[config.mk]
export PLATFORM = sky130hd
export DESIGN_NAME = phy_rx_aligner
export DESIGN_NICKNAME = d
export VERILOG_FILES = /design/src/rtl/phy_rx_aligner.sv
export SDC_FILE = /design/constraint.sdc
export NUM_CORES = 1
export LEC_CHECK = 0
export ABC_AREA = 1
export CAP_MARGIN = 15
export CORE_MARGIN = 2
export CORE_UTILIZATION = 35
export DETAILED_ROUTE_END_ITERATION = 8
export PLACE_DENSITY = 0.62
export SYNTH_ARGS = -nofsm -noshare
export SYNTH_HDL_FRONTEND = slang
export SYNTH_SLANG_ARGS = --single-unit
[constraint.sdc]
create_clock -name clk_32f -period 4.5 [get_ports clk_32f]
set_input_delay 0.9 -clock clk_32f [delete_from_list [all_inputs] [get_ports clk_32f]]
set_output_delay 0.9 -clock clk_32f [all_outputs]
set_load 0.05 [all_outputs]
[src/rtl/phy_rx_aligner.sv]
// Serial-to-parallel receive aligner: hunts for COM, byte-aligns, declares sync,
// strips COM idles and packs data bytes into DATA_W-bit words.
//
// state      | meaning
// -----------+--------------------------------------------------------------
// LOOKING    | bit-by-bit hunt for COM in the serial stream
// SYNCING    | byte-aligned, counting consecutive COMs toward SYNC_COUNT
// ACTIVE     | synchronised; data bytes packed, COM idles dropped, gap watched
module phy_rx_aligner #(
  parameter int unsigned DATA_W     = 32,
  parameter logic [7:0]  COM        = 8'hBC,
  parameter int unsigned SYNC_COUNT = 4,
  parameter int unsigned MAX_GAP    = 64
) (
  input  logic              clk_32f,
  input  logic              reset,
  input  logic              data_in,
  output logic [DATA_W-1:0] data_out,
  output logic              valid_out,
  output logic              sincronizar_bus
);

  localparam int unsigned NB    = DATA_W / 8;
  localparam int unsigned IDX_W = (NB > 1) ? $clog2(NB) : 1;

  localparam logic [1:0] ST_LOOKING = 2'd0;
  localparam logic [1:0] ST_SYNCING = 2'd1;
  localparam logic [1:0] ST_ACTIVE  = 2'd2;

  logic [1:0]        state;
  logic [7:0]        shift;
  logic [7:0]        shift_nxt;
  logic [2:0]        bit_cnt;
  logic [3:0]        com_cnt;
  logic [7:0]        gap_cnt;
  logic [IDX_W-1:0]  byte_idx;
  logic [DATA_W-1:0] word_buf;
  logic [DATA_W-1:0] word_nxt;
  logic              byte_done;
  logic              is_com;

  assign shift_nxt = {shift[6:0], data_in};
  assign is_com    = (shift_nxt == COM);
  assign byte_done = (state != ST_LOOKING) && (bit_cnt == 3'd7);

  // Slot 0 lands in the MSBs so the first received byte leads the word.
  always_comb begin
    word_nxt = word_buf;
    for (int i = 0; i < NB; i++) begin
      if (byte_idx == IDX_W'(i)) begin
        word_nxt[DATA_W-8-8*i +: 8] = shift_nxt;
      end
    end
  end

  always_ff @(posedge clk_32f) begin
    if (reset) begin
      state           <= ST_LOOKING;
      shift           <= 8'd0;
      bit_cnt         <= 3'd0;
      com_cnt         <= 4'd0;
      gap_cnt         <= 8'd0;
      byte_idx        <= '0;
      word_buf        <= '0;
      data_out        <= '0;
      valid_out       <= 1'b0;
      sincronizar_bus <= 1'b0;
    end else begin
      shift     <= shift_nxt;
      valid_out <= 1'b0;
      if (state != ST_LOOKING) begin
        bit_cnt <= bit_cnt + 3'd1;
      end
      case (state)
        ST_LOOKING: begin
          if (is_com) begin
            bit_cnt <= 3'd0;
            com_cnt <= 4'd1;
            if (SYNC_COUNT == 1) begin
              state           <= ST_ACTIVE;
              sincronizar_bus <= 1'b1;
            end else begin
              state <= ST_SYNCING;
            end
          end
        end
        ST_SYNCING: begin
          if (byte_done) begin
            if (is_com) begin
              com_cnt <= com_cnt + 4'd1;
              if (com_cnt == 4'(SYNC_COUNT - 1)) begin
                state           <= ST_ACTIVE;
                sincronizar_bus <= 1'b1;
              end
            end else begin
              // hunt restarts next cycle; this edge does not realign
              state   <= ST_LOOKING;
              com_cnt <= 4'd0;
            end
          end
        end
        ST_ACTIVE: begin
          if (byte_done) begin
            if (is_com) begin
              gap_cnt <= 8'd0;
            end else if (gap_cnt == 8'(MAX_GAP)) begin
              // loss outranks word completion: partial or full word is dropped
              state           <= ST_LOOKING;
              sincronizar_bus <= 1'b0;
              byte_idx        <= '0;
              gap_cnt         <= 8'd0;
              com_cnt         <= 4'd0;
            end else begin
              gap_cnt  <= gap_cnt + 8'd1;
              word_buf <= word_nxt;
              if (byte_idx == IDX_W'(NB - 1)) begin
                data_out  <= word_nxt;
                valid_out <= 1'b1;
                byte_idx  <= '0;
              end else begin
                byte_idx <= byte_idx + 1'b1;
              end
            end
          end
        end
        default: state <= ST_LOOKING;
      endcase
    end
  end

endmodule
==> summary.md <==
| Metric | Value |
|---|---|
| Outcome | `completed` |
| Post-synth cell types | `25` |
| Grt ovf | `0` |
| Rel. slew slack | `66.5%` |
| Routed WL | `7770 µm` |
| CP max-delay cell | `clkdlybuf4s50_1` |
| Post-cts sizing count | `0` |
| TritonRoute pass-1 iters | `4` |
| Hold/Removal Path Class | `register to register` |
| Flops & latches, synth | `84` |
| Total power | `1590 µW` |
| Hold-fix buffers, CTS | `0` |
| Cells along the critical path | `clkdlybuf4s50_1 -> inv_2 -> nand2_1 -> nor2_1 -> nand2_2 -> nand3_4 -> inv_4 -> nand2_8 -> nor2_8 -> nand2_1 -> nand2_1` |
| Port bufs | `36` |
| FF+latch area | `0.00168 mm²` |
| Final Cycle Share | `68.3%` |
| Slew Limit Fails | `0` |
| Clock Sinks | `84` |
| Slew of the pin with the lowest slew margin | `501 ps` |
| Max Clock Freq | `0.326 GHz` |
| Clock skew | `15.0 ps` |
| Critical path's most frequent cell | `nand2_1` |
| Multi-input gate area | `approximately 0.0016 mm²` |
| Total power per unit cell area | `367 mW/mm²` |
| Worst-path fanout max | `51` |
| Critical path class | `input pin to register` |
| Initial Util | `between 30% and 40%` |
| DR vias/cell | `4.72` |
| Chip height | `between 100 and 150 µm` |
| Die Width | `around 110 µm` |
| Die area | `between 0.01 and 0.015 mm²` |
| Tmin final | `3070 ps` |
| Leak | `0.00171 µW` |
| Critical Path Source Type | `input pin` |
| Cells after synthesis | `500` |
| # setup viols final | `0` |
| Arr. time, crit path | `3370 ps` |
| # DRC | `0` |
| Syn_area_per_cell | `roughly 7.3 µm²` |
| Per-cell routed wire length | `11.7 µm` |
| Final hold viol count | `0` |
| CTS root buf | `clkbuf_8` |
| Warnings, synthesis | `0` |
| Vias in the first global route | `around 3000` |
| Worst-skew pair later-pin latency | `360 ps` |
| Cell row count | `37` |
| Worst-case clock buffer depth | `2` |
| GRT Total Usage | `between 10% and 20%` |
| Fill cells | `1056` |
| Synth-to-Final Area Change | `19.0%` |
| Hold slack | `between 400 and 500 ps` |
| Peak VDD IR | `about 0.19 mV` |
| Required time of the critical path | `4800 ps` |
| Final nets | `541` |
| CTS buffer count | `9` |
| Crit-path max cell delay | `600 ps` |
| Worst Path Buf+Inv | `3` |
| Initial antenna violation count | `0` |
| Placeable Area | `a little over 0.01 mm²` |
| # placed instances | `651` |
| Initial drt markers | `181` |
| CP top delay family | `simple AND/OR/NAND/NOR gates` |
| I/O Pins | `37` |
| Largest net degree at the start of global routing | `52` |
| Net Count, Synth | `515` |
| Max cap viols | `0` |
| First-pass GRT wire length | `13800 µm` |
| CTS tree | `built` |
| Clock-pin slew on the worst setup and hold paths | `90 ps` |
| Post-CTS setup buffers | `0` |
| Worst setup EP type | `register` |
| Mapped cell area | `0.00365 mm²` |
| N_diodes | `0` |
| DR vias | `3150` |
| Most frequent cells in the layout | `nand2_1 (138), dfxtp_1 (84), o21ai_0 (58), inv_1 (50), nand3_1 (45)` |
| Proportion of layout cells with a drive suffix above 1 | `5.65%` |
| Total negative slack | `0 ps` |
| CTS H-tree depth | `3` |
| Register area share after synthesis | `between 40% and 50%` |
| Dpl hpwl | `5290 µm` |
| Commonest non-fill, non-tap cell in the layout | `nand2_1` |
| GPL Wtd Cong | `0.850` |
| RSZ-0062 raised after global routing | `no` |
| ANT nets after route | `0` |
| Final non-filler cell total | `about 670` |
[area by class of cell]
class | instances | share of cell area (%)
Clock buffer | 10 | 3.17
Multi-Input combinational cell | 338 | 37.9
Tap cell | 136 | 3.92
Sequential cell | 84 | 38.7
Inverter | 54 | 4.73
Clock inverter | 6 | 2.74
Timing Repair Buffer | 39 | 8.82
[tightest hold or removal path, stage by stage, from the launching register on]
cell and delay (ps):
dfxtp_1 300, inv_1 50, a21oi_1 50
[metrics by stage]
stage | instance area (µm²) | worst slack (ps) | util [%]
6_report | 4340 | 1430 | 42.4
5_1_grt | 4340 | 1140 | 42.4
4_1_cts | 4340 | 1410 | 42.4
3_5_place_dp | 4090 | 1050 | 39.9
3_3_place_gp | 4090 | 1110 | 39.9
2_1_floorplan | 3650 | 2580 | -
[registers in the layout (all words and copies together) (netlist names)]
register,count
data_out,32
word_buf,24
gap_cnt,8
shift,7
com_cnt,4
bit_cnt,3
byte_idx,2
state,2
sincronizar_bus,1
valid_out,1
[cells by family (layout without fill, tap and decap cells)]
logic type                 Yosys count  count (layout)  synth area share, %
AOI/OAI and AO/OA                  104             104                 14.5
xor gates and xnor gates             1               1                0.240
adders and majority gates           12              12                 4.12
buffers and inverters               78             109                 8.78
DFF                                 84              84                 46.1
and+or+nand+nor                    221             221                 26.3
[worst paths after layout]
check | endpoint | slack (ps) | start | cells after the start
hold reg to reg | word_buf[15] | 450 | word_buf[15] | 2
hold / removal | word_buf[15] | 450 | word_buf[15] | 2
setup reg to reg | data_out[8] | 1850 | state[0] | 11
setup / recovery | data_out[8] | 1430 | data_in | 11
[report_power, final]
group / total [µW] / internal, µW / leakage [µW] / switching, µW
logic: 154 / 47.9 / 0.000900 / 106
clock network: 671 / 391 / 0.000129 / 281
registers: 768 / 757 / 0.000677 / 11.4
[metal layers]
metal / track usage, % / wire, µm / vias to the layer above
li1: - / - / 1654
met1: 18.8 / 3750 / 1425
met2: 25.8 / 3660 / 63
met3: 3.13 / 280 / 8
met4: 4.23 / 90 / 0
met5: 0 / 0 / -
[synthesized netlist by cell type]
| library cell | count | share of area (%) |
|---|---|---|
| buf_4 | 5 | 1.0 |
| nor2_2 | 3 | 0.51 |
| nor2_8 | 1 | 0.55 |
| clkbuf_1 | 14 | 1.4 |
| ha_1 | 12 | 4.1 |
| nand3_4 | 1 | 0.48 |
| o31ai_1 | 1 | 0.21 |
| nand3_1 | 45 | 6.2 |
| nand3b_1 | 1 | 0.21 |
| dfxtp_1 | 84 | 46 |
| inv_2 | 3 | 0.31 |
| xor2_1 | 1 | 0.24 |
| nor2_1 | 25 | 2.6 |
| o21ai_0 | 58 | 8.0 |
| nand4_1 | 5 | 0.86 |
| nand2_1 | 138 | 14 |
| clkbuf_2 | 1 | 0.14 |
| nand2_2 | 1 | 0.17 |
| nand2_8 | 1 | 0.55 |
| a22oi_1 | 1 | 0.21 |
| o21bai_1 | 1 | 0.21 |
| buf_2 | 4 | 0.55 |
| a21oi_1 | 43 | 5.9 |
| inv_4 | 1 | 0.17 |
| inv_1 | 50 | 5.1 |
Note: power is estimated with default switching activity, not from simulation.
